<file path="config.mk">
export PLATFORM = sky130hd
export DESIGN_NAME = fft_stage_sequencer
export DESIGN_NICKNAME = d
export VERILOG_FILES = /design/src/rtl/fft_pkg.sv /design/src/rtl/fft_addr_delay.sv /design/src/rtl/fft_stage_sequencer.sv
export SDC_FILE = /design/constraint.sdc
export NUM_CORES = 1
export LEC_CHECK = 0
export ABC_CLOCK_PERIOD_IN_PS = 4700
export BUFFER_PORTS_ARGS = -buffer_cell sky130_fd_sc_hd__buf_4
export CAP_MARGIN = 15
export CORE_UTILIZATION = 50
export DETAILED_ROUTE_END_ITERATION = 10
export PLACE_DENSITY_LB_ADDON = 0.3
export SYNTH_ARGS = -nofsm -noshare
export SYNTH_HDL_FRONTEND = slang
export SYNTH_HIERARCHICAL = 1
export SYNTH_SLANG_ARGS = --single-unit
</file>
<file path="constraint.sdc">
create_clock -name clk -period 4.7 [get_ports clk]
set_clock_uncertainty 0.2 [all_clocks]
set_input_delay 0.705 -clock clk [delete_from_list [all_inputs] [get_ports clk]]
set_output_delay 0.705 -clock clk [all_outputs]
set_load 0.02 [all_outputs]
</file>
<file path="src/rtl/fft_pkg.sv">
// Shared constants and the FSM state type for the 16-point in-place FFT control path.
// The address LUT uses the same stage/butterfly widths.
package fft_pkg;

  localparam int FFT_N    = 16;
  localparam int N_STAGES = 4;
  localparam int N_BF     = 8;

  localparam int STAGE_W  = $clog2(N_STAGES);
  localparam int BF_W     = $clog2(N_BF);
  localparam int ADDR_W   = $clog2(FFT_N);

  typedef enum logic [1:0] {
    IDLE,
    RUN,
    DRAIN,
    FIN
  } fft_state_t;

endpackage

</file>
<file path="src/rtl/fft_addr_delay.sv">
// Delays the read strobe and its A/B addresses by DEPTH cycles to form the write-back.
// Address fields only advance behind a valid entry, so the output holds the last written pair.
module fft_addr_delay
  import fft_pkg::*;
#(
  parameter int DEPTH = 3
) (
  input  logic              clk,
  input  logic              rst,
  input  logic              in_valid,
  input  logic [ADDR_W-1:0] in_a,
  input  logic [ADDR_W-1:0] in_b,
  output logic              out_valid,
  output logic [ADDR_W-1:0] out_a,
  output logic [ADDR_W-1:0] out_b
);

  logic [DEPTH-1:0]  valid_q;
  logic [ADDR_W-1:0] a_q [DEPTH];
  logic [ADDR_W-1:0] b_q [DEPTH];

  always_ff @(posedge clk) begin
    if (rst) begin
      valid_q <= '0;
      for (int i = 0; i < DEPTH; i++) begin
        a_q[i] <= '0;
        b_q[i] <= '0;
      end
    end else begin
      valid_q[0] <= in_valid;
      if (in_valid) begin
        a_q[0] <= in_a;
        b_q[0] <= in_b;
      end
      for (int i = 1; i < DEPTH; i++) begin
        valid_q[i] <= valid_q[i-1];
        if (valid_q[i-1]) begin
          a_q[i] <= a_q[i-1];
          b_q[i] <= b_q[i-1];
        end
      end
    end
  end

  assign out_valid = valid_q[DEPTH-1];
  assign out_a     = a_q[DEPTH-1];
  assign out_b     = b_q[DEPTH-1];

endmodule

</file>
<file path="src/rtl/fft_stage_sequencer.sv">
// Walks stage 0..3 x butterfly 0..7 of the in-place FFT, issues reads, and replays the
// addresses as write-back after the butterfly latency; drains between stages to avoid RAW hazards.
module fft_stage_sequencer
  import fft_pkg::*;
#(
  parameter int BF_LATENCY = 3
) (
  input  logic               clk,
  input  logic               rst,
  input  logic               start,
  output logic [STAGE_W-1:0] stage_o,
  output logic [BF_W-1:0]    butterfly_o,
  input  logic [ADDR_W-1:0]  a_addr_i,
  input  logic [ADDR_W-1:0]  b_addr_i,
  output logic               rd_en,
  output logic               wr_en,
  output logic [ADDR_W-1:0]  wr_a_addr,
  output logic [ADDR_W-1:0]  wr_b_addr,
  output logic               busy,
  output logic               done
);

  localparam logic [3:0]         DRAIN_INIT = 4'(BF_LATENCY);
  localparam logic [BF_W-1:0]    BF_LAST    = BF_W'(N_BF - 1);
  localparam logic [STAGE_W-1:0] STAGE_LAST = STAGE_W'(N_STAGES - 1);

  fft_state_t         state, state_d;
  logic [STAGE_W-1:0] stage_q, stage_d;
  logic [BF_W-1:0]    bf_q, bf_d;
  logic [3:0]         drain_q, drain_d;

  always_ff @(posedge clk) begin
    if (rst) begin
      state   <= IDLE;
      stage_q <= '0;
      bf_q    <= '0;
      drain_q <= '0;
    end else begin
      state   <= state_d;
      stage_q <= stage_d;
      bf_q    <= bf_d;
      drain_q <= drain_d;
    end
  end

  // The drain lets the last write of a stage land before the next stage's first read.
  always_comb begin
    state_d = state;
    stage_d = stage_q;
    bf_d    = bf_q;
    drain_d = drain_q;
    rd_en   = 1'b0;
    busy    = 1'b0;
    done    = 1'b0;
    case (state)
      IDLE: begin
        if (start) begin
          state_d = RUN;
          stage_d = '0;
          bf_d    = '0;
        end
      end
      RUN: begin
        rd_en = 1'b1;
        busy  = 1'b1;
        if (bf_q == BF_LAST) begin
          state_d = DRAIN;
          drain_d = DRAIN_INIT;
        end else begin
          bf_d = bf_q + 1'b1;
        end
      end
      DRAIN: begin
        busy    = 1'b1;
        drain_d = drain_q - 4'd1;
        if (drain_q == 4'd1) begin
          if (stage_q == STAGE_LAST) begin
            state_d = FIN;
          end else begin
            state_d = RUN;
            stage_d = stage_q + 1'b1;
            bf_d    = '0;
          end
        end
      end
      FIN: begin
        done    = 1'b1;
        state_d = IDLE;
        stage_d = '0;
        bf_d    = '0;
      end
      default: state_d = IDLE;
    endcase
  end

  assign stage_o     = stage_q;
  assign butterfly_o = bf_q;

  fft_addr_delay #(
    .DEPTH(BF_LATENCY)
  ) u_delay (
    .clk      (clk),
    .rst      (rst),
    .in_valid (rd_en),
    .in_a     (a_addr_i),
    .in_b     (b_addr_i),
    .out_valid(wr_en),
    .out_a    (wr_a_addr),
    .out_b    (wr_b_addr)
  );

endmodule

</file>
# Word-level counts from Yosys, hierarchy flattened
# Memory sizes are Yosys's and may differ from the RTL's.
# Index checks and enable logic that the tools add are counted.
# op_classes
bitwise_logic	6
eq_ne	11
muxes	36
n_addsub	3
reduce_logical	8
# ops
cell	count
2-to-1 mux 4 bit	7
2-to-1 mux 1 bit	14
2-to-1 mux 2 bit	7
2-to-1 mux 3 bit	4
case mux 3 bit (4 select lines)	1
inequality test 2 bit (second input constant)	5
case mux 2 bit (4 select lines)	1
case mux 4 bit (2 select lines)	1
AND reduction 4 bit	2
equality test 2 bit (second input constant)	3
OR 1 bit	6
case mux 2 bit (3 select lines)	1
equality test 4 x 1 -> 1 bit (second input constant)	1
subtractor 4 x 1 -> 4 bit (second input constant)	1
adder 3 x 1 -> 3 bit (second input constant)	1
equality test 3 bit (second input constant)	1
AND reduction 3 bit	1
nonzero test 3 bit	1
adder 2 x 1 -> 2 bit (second input constant)	1
equality test 2 x 1 -> 1 bit (second input constant)	1
logical NOT 2 bit	1
AND reduction 2 bit	1
nonzero test 2 bit	1
OR reduction 2 bit	1
# word_totals
ff_bits	14
mem_bits_rw	24
inputBits	11
out_inout_bits	17
wordCells	71
memories	2
# memory_table
memory	words	width	rd	rd_ports_with_merged_regs	write_ports	line	rtl
u_delay.a_q	3	4	3	0	3	fft_addr_delay.sv:19	logic [ADDR_W-1:0] a_q [DEPTH];
u_delay.b_q	3	4	3	0	3	fft_addr_delay.sv:20	logic [ADDR_W-1:0] b_q [DEPTH];

# Logic depth before layout (Yosys ltp)
# logic_depth
depth_word	6
depth_mapped	6

# Cells and area by module
# The synthesis kept the hierarchy.
# modules_own_cells
mod	n_inst	cells_per_inst	area_each_um2	seq_area_each_um2
fft_addr_delay	1	71	1114.8	780.7
fft_stage_sequencer	1	76	675.6	220.2

# Worst setup path after synthesis
# No wires, ideal clock.
# synth_timing
path_kind	flip-flop to flip-flop
startpoint	reg stage_q[0] (netlist: stage_o[0])
endpoint	reg bf_q[0] (netlist: butterfly_o[0])
arrival_time_ns	1.563
path_stages_with_launch	6
path_buffers	0
setup_slack_ns	2.804
path_cell_list	dfxtp_1 > ha_1 > or4b_4 > a221oi_4 > nand2b_1 > a21oi_1
# synth_via
elab_chain_len	3
# synth_lines
item	line	rtl
start: declaration	fft_stage_sequencer.sv:28	logic [STAGE_W-1:0] stage_q, stage_d;
start signal: assignment	fft_stage_sequencer.sv:40	stage_q <= stage_d;
equality test 2 bit	fft_stage_sequencer.sv:77	if (stage_q == STAGE_LAST) begin
inequality test 2 bit (no source line)	-	
AND reduction 4 bit (no source line)	-	
end signal: assignment	fft_stage_sequencer.sv:36	bf_q <= '0;
end signal: assignment	fft_stage_sequencer.sv:41	bf_q <= bf_d;
end: declaration	fft_stage_sequencer.sv:29	logic [BF_W-1:0] bf_q, bf_d;
# No other way between the ends.
# A chain may end at the register's enable or synchronous reset.

# Worst setup path in the final report
# layout_timing
startpoint	reg state[1]
endpoint	out rd_en
# layout_via
elab_chain_len	2
# layout_lines
item	line	rtl
start: declaration	fft_stage_sequencer.sv:27	fft_state_t state, state_d;
start signal: assignment	fft_stage_sequencer.sv:39	state <= state_d;
equality test 2 x 1 -> 1 bit	fft_stage_sequencer.sv:55	case (state)
2-to-1 mux 1 bit	fft_stage_sequencer.sv:55	
end: declaration	fft_stage_sequencer.sv:15	output logic rd_en,
# No other way between the ends.

==> run metrics <==
DR vias=between 1,000 and 1,500; Critical Path Slowest Stage Cell=dfxtp_1; Worst path depth=3; final hold vios=0; CP endpoint kind=output pin; Worst Setup SP=state[1]; HPWL after DPL=approximately 1800 um; number of global-route vias before repair=1,009; relative slew slack=a little over two fifths; worst-skew pair later-pin latency=approximately 0.34 ns; top cell type's share of synthesized area=40.3%; Die X=about 62 um; post-route setup TNS=0 ns; Max Slew Vio Count=0; CTS sink count=38; Die Height=61.8 um; fin crit share=48.4%; CTS tree=done; Core Rows=21; Worst-Margin Slew=~0.84 ns; fin nets=between 150 and 200; pre-CTS setup slack=2.53 ns; # IOs=28; cells along the critical path=inv_1 > ha_1 > buf_4; Synth top cells by count=edfxtp_1, nor3b_1, dfxtp_1; clock transition at the registers of the reported paths=~0.11 ns; total track usage=between 10% and 20%; Max Clock Freq=about 440 MHz; status=finished, final reports clean; pwr/cell area=around 550 nW/um2; Die Footprint=roughly 3800 um2; routed wire length=approximately 2700 um; CTS Buf Count=5; Overall Power=roughly 1.1 mW; TritonRoute pass-1 iters=5; Placed Cells incl. Taps=a little over 200; Tmin final=2.28 ns; WP data required=3.80 ns; Post-CTS Hold Buffers=0; top cells by area, synth=edfxtp_1, dfxtp_1, nor3b_1, ha_1, buf_4; synth warn=6; P_leak=0.782 nW; #FFs+latches synth=38; worst hold path class=flip-flop to flip-flop; H-tree Lvls=2; pin count of the biggest net entering global routing=42; Root Driver=clkbuf_4; first-pass GRT wire length=4420 um; CP bufs+invs=2; CP Data Arrival Time=1.37 ns; reg2reg end=u_delay/a_q[0][1]; max incr delay on CP=~0.35 ns; syn avg cell area=12.2 um2; layout cells sized above 1=about 25%; Post-CTS Setup Inserts=0; Crit path max-delay family=flip-flops; routability cong.=0.700; WL per Instance=12.8 um; Synth area leader=edfxtp_1; Overflow after GRT=0; post-cts sizing count=0; Longest Clk Path Bufs=2; max-cap violation count=0; hold_ws=a little over 0.3 ns; Mapped Cells=around 150; number of I/O port buffers=27; Async SR Flop Fraction=0%; Syn Nets=168; CP endpoint=rd_en; Setup crit start kind=flip-flop; total placed instance area=between 1500 and 2000 um2; fin worst setup slack=2.42 ns; final core utilization=around three fifths; reg2reg setup slack=about 2.5 ns; post-route cell area=between 2000 and 2500 um2; Worst R2R Path Depth=4; starting density of the core=between 50 and 60%; initial DRC count=16; RR Startpoint=state[1]; sequential standard cell area=1000 um2; vias per std cell=about 5.2; Layout area overhead=14.4%; RSZ-0062 raised after global routing=false; initial antenna violation count=0; Seq/Total Area, Yosys=a little under three fifths; worst vdd rail ir drop=roughly 0.31 mV; ys flop type=edfxtp_1; Final Setup Violations=0; post-synth cell types=30; footprint of the multi-input gates=between 600 and 700 um2; residual DRC count=0; Routed Antenna Nets=0; layout filler cell count=roughly 280; crit path kind=flip-flop to output pin; area of the core=3390 um2; CP max FO=8; Post-synth EDFFs=24; top-count cell post-synth=edfxtp_1; Post-Syn Area=approximately 1800 um2; antenna diode count=0; Layout Cells excl Fill=approximately 210
worst reg2reg max path, cell delays in order, from the launching register on:
cell	delay (ns)
dfxtp_1	0.39
inv_1	0.11
ha_1	0.30
nor3_4	0.75
nor3b_1	0.14
sequential cells by signal, summed over array words and instances, names as in the netlist:
name             count
state                2
u_delay/valid_q      3
stage_o              2
u_delay/b_q         12
u_delay/a_q         12
drain_q              4
butterfly_o          3
cell type report:
class	count	area share (%)
repair buffers	27	9.90
inverters	4	0.733
clock buffers	5	1.83
flip-flops and latches	38	48.9
multi-input cells	90	32.7
well taps	46	2.81
clock inverters	3	3.12
layout by cell type, fill, tap and decap left out, drive strengths merged, types with 3 or more instances in the layout:
cell type  netlist  final
or2              3      3
clkbuf           3      5
dfxtp           14     14
nand3            4      4
nand2b           6      6
nor3             4      4
inv              4      4
ha              10     10
o21ai            6      6
buf             12     27
nor2             6      6
nor2b            6      6
edfxtp          24     24
nor3b           24     24
a21oi            7      7
cell families after synthesis:
| family | count (synthesis) | synth area share, % |
|---|---|---|
| and+or+nand+nor | 60 | 22.7 |
| DFF | 38 | 55.9 |
| AOI/OAI and AO/OA | 20 | 7.76 |
| buffers and inverters | 19 | 6.64 |
| adders and majority gates | 10 | 6.99 |
metal layers:
metal / track usage [%] / up-vias / routed length [um]
met3: 5.59 / 4 / 91
met1: 19.1 / 525 / 1200
met2: 27.5 / 20 / 1410
li1: - / 563 / -
met4: 6.98 / 0 / 27
met5: 0 / - / 0
how the worst min path moves through the flow:
| stage | slack [ns] | cells after the start | to | startpoint |
|---|---|---|---|---|
| finish | 0.30 | 2 | butterfly_o[2] | butterfly_o[2] |
| detailed placement | 0.29 | 2 | butterfly_o[2] | butterfly_o[2] |
| global placement | 0.28 | 2 | butterfly_o[1] | butterfly_o[1] |
| floorplan | 0.27 | 2 | drain_q[3] | drain_q[3] |
| global route | 0.35 | 2 | stage_o[0] | stage_o[0] |
| CTS | 0.31 | 2 | butterfly_o[2] | butterfly_o[2] |
report_power, final:
group          leakage, nW  switching [mW]  internal (mW)
sequential           0.366          0.0351          0.439
clock               0.0528           0.104          0.164
combinational        0.363           0.222          0.157
(Power assumes the default switching activity.)
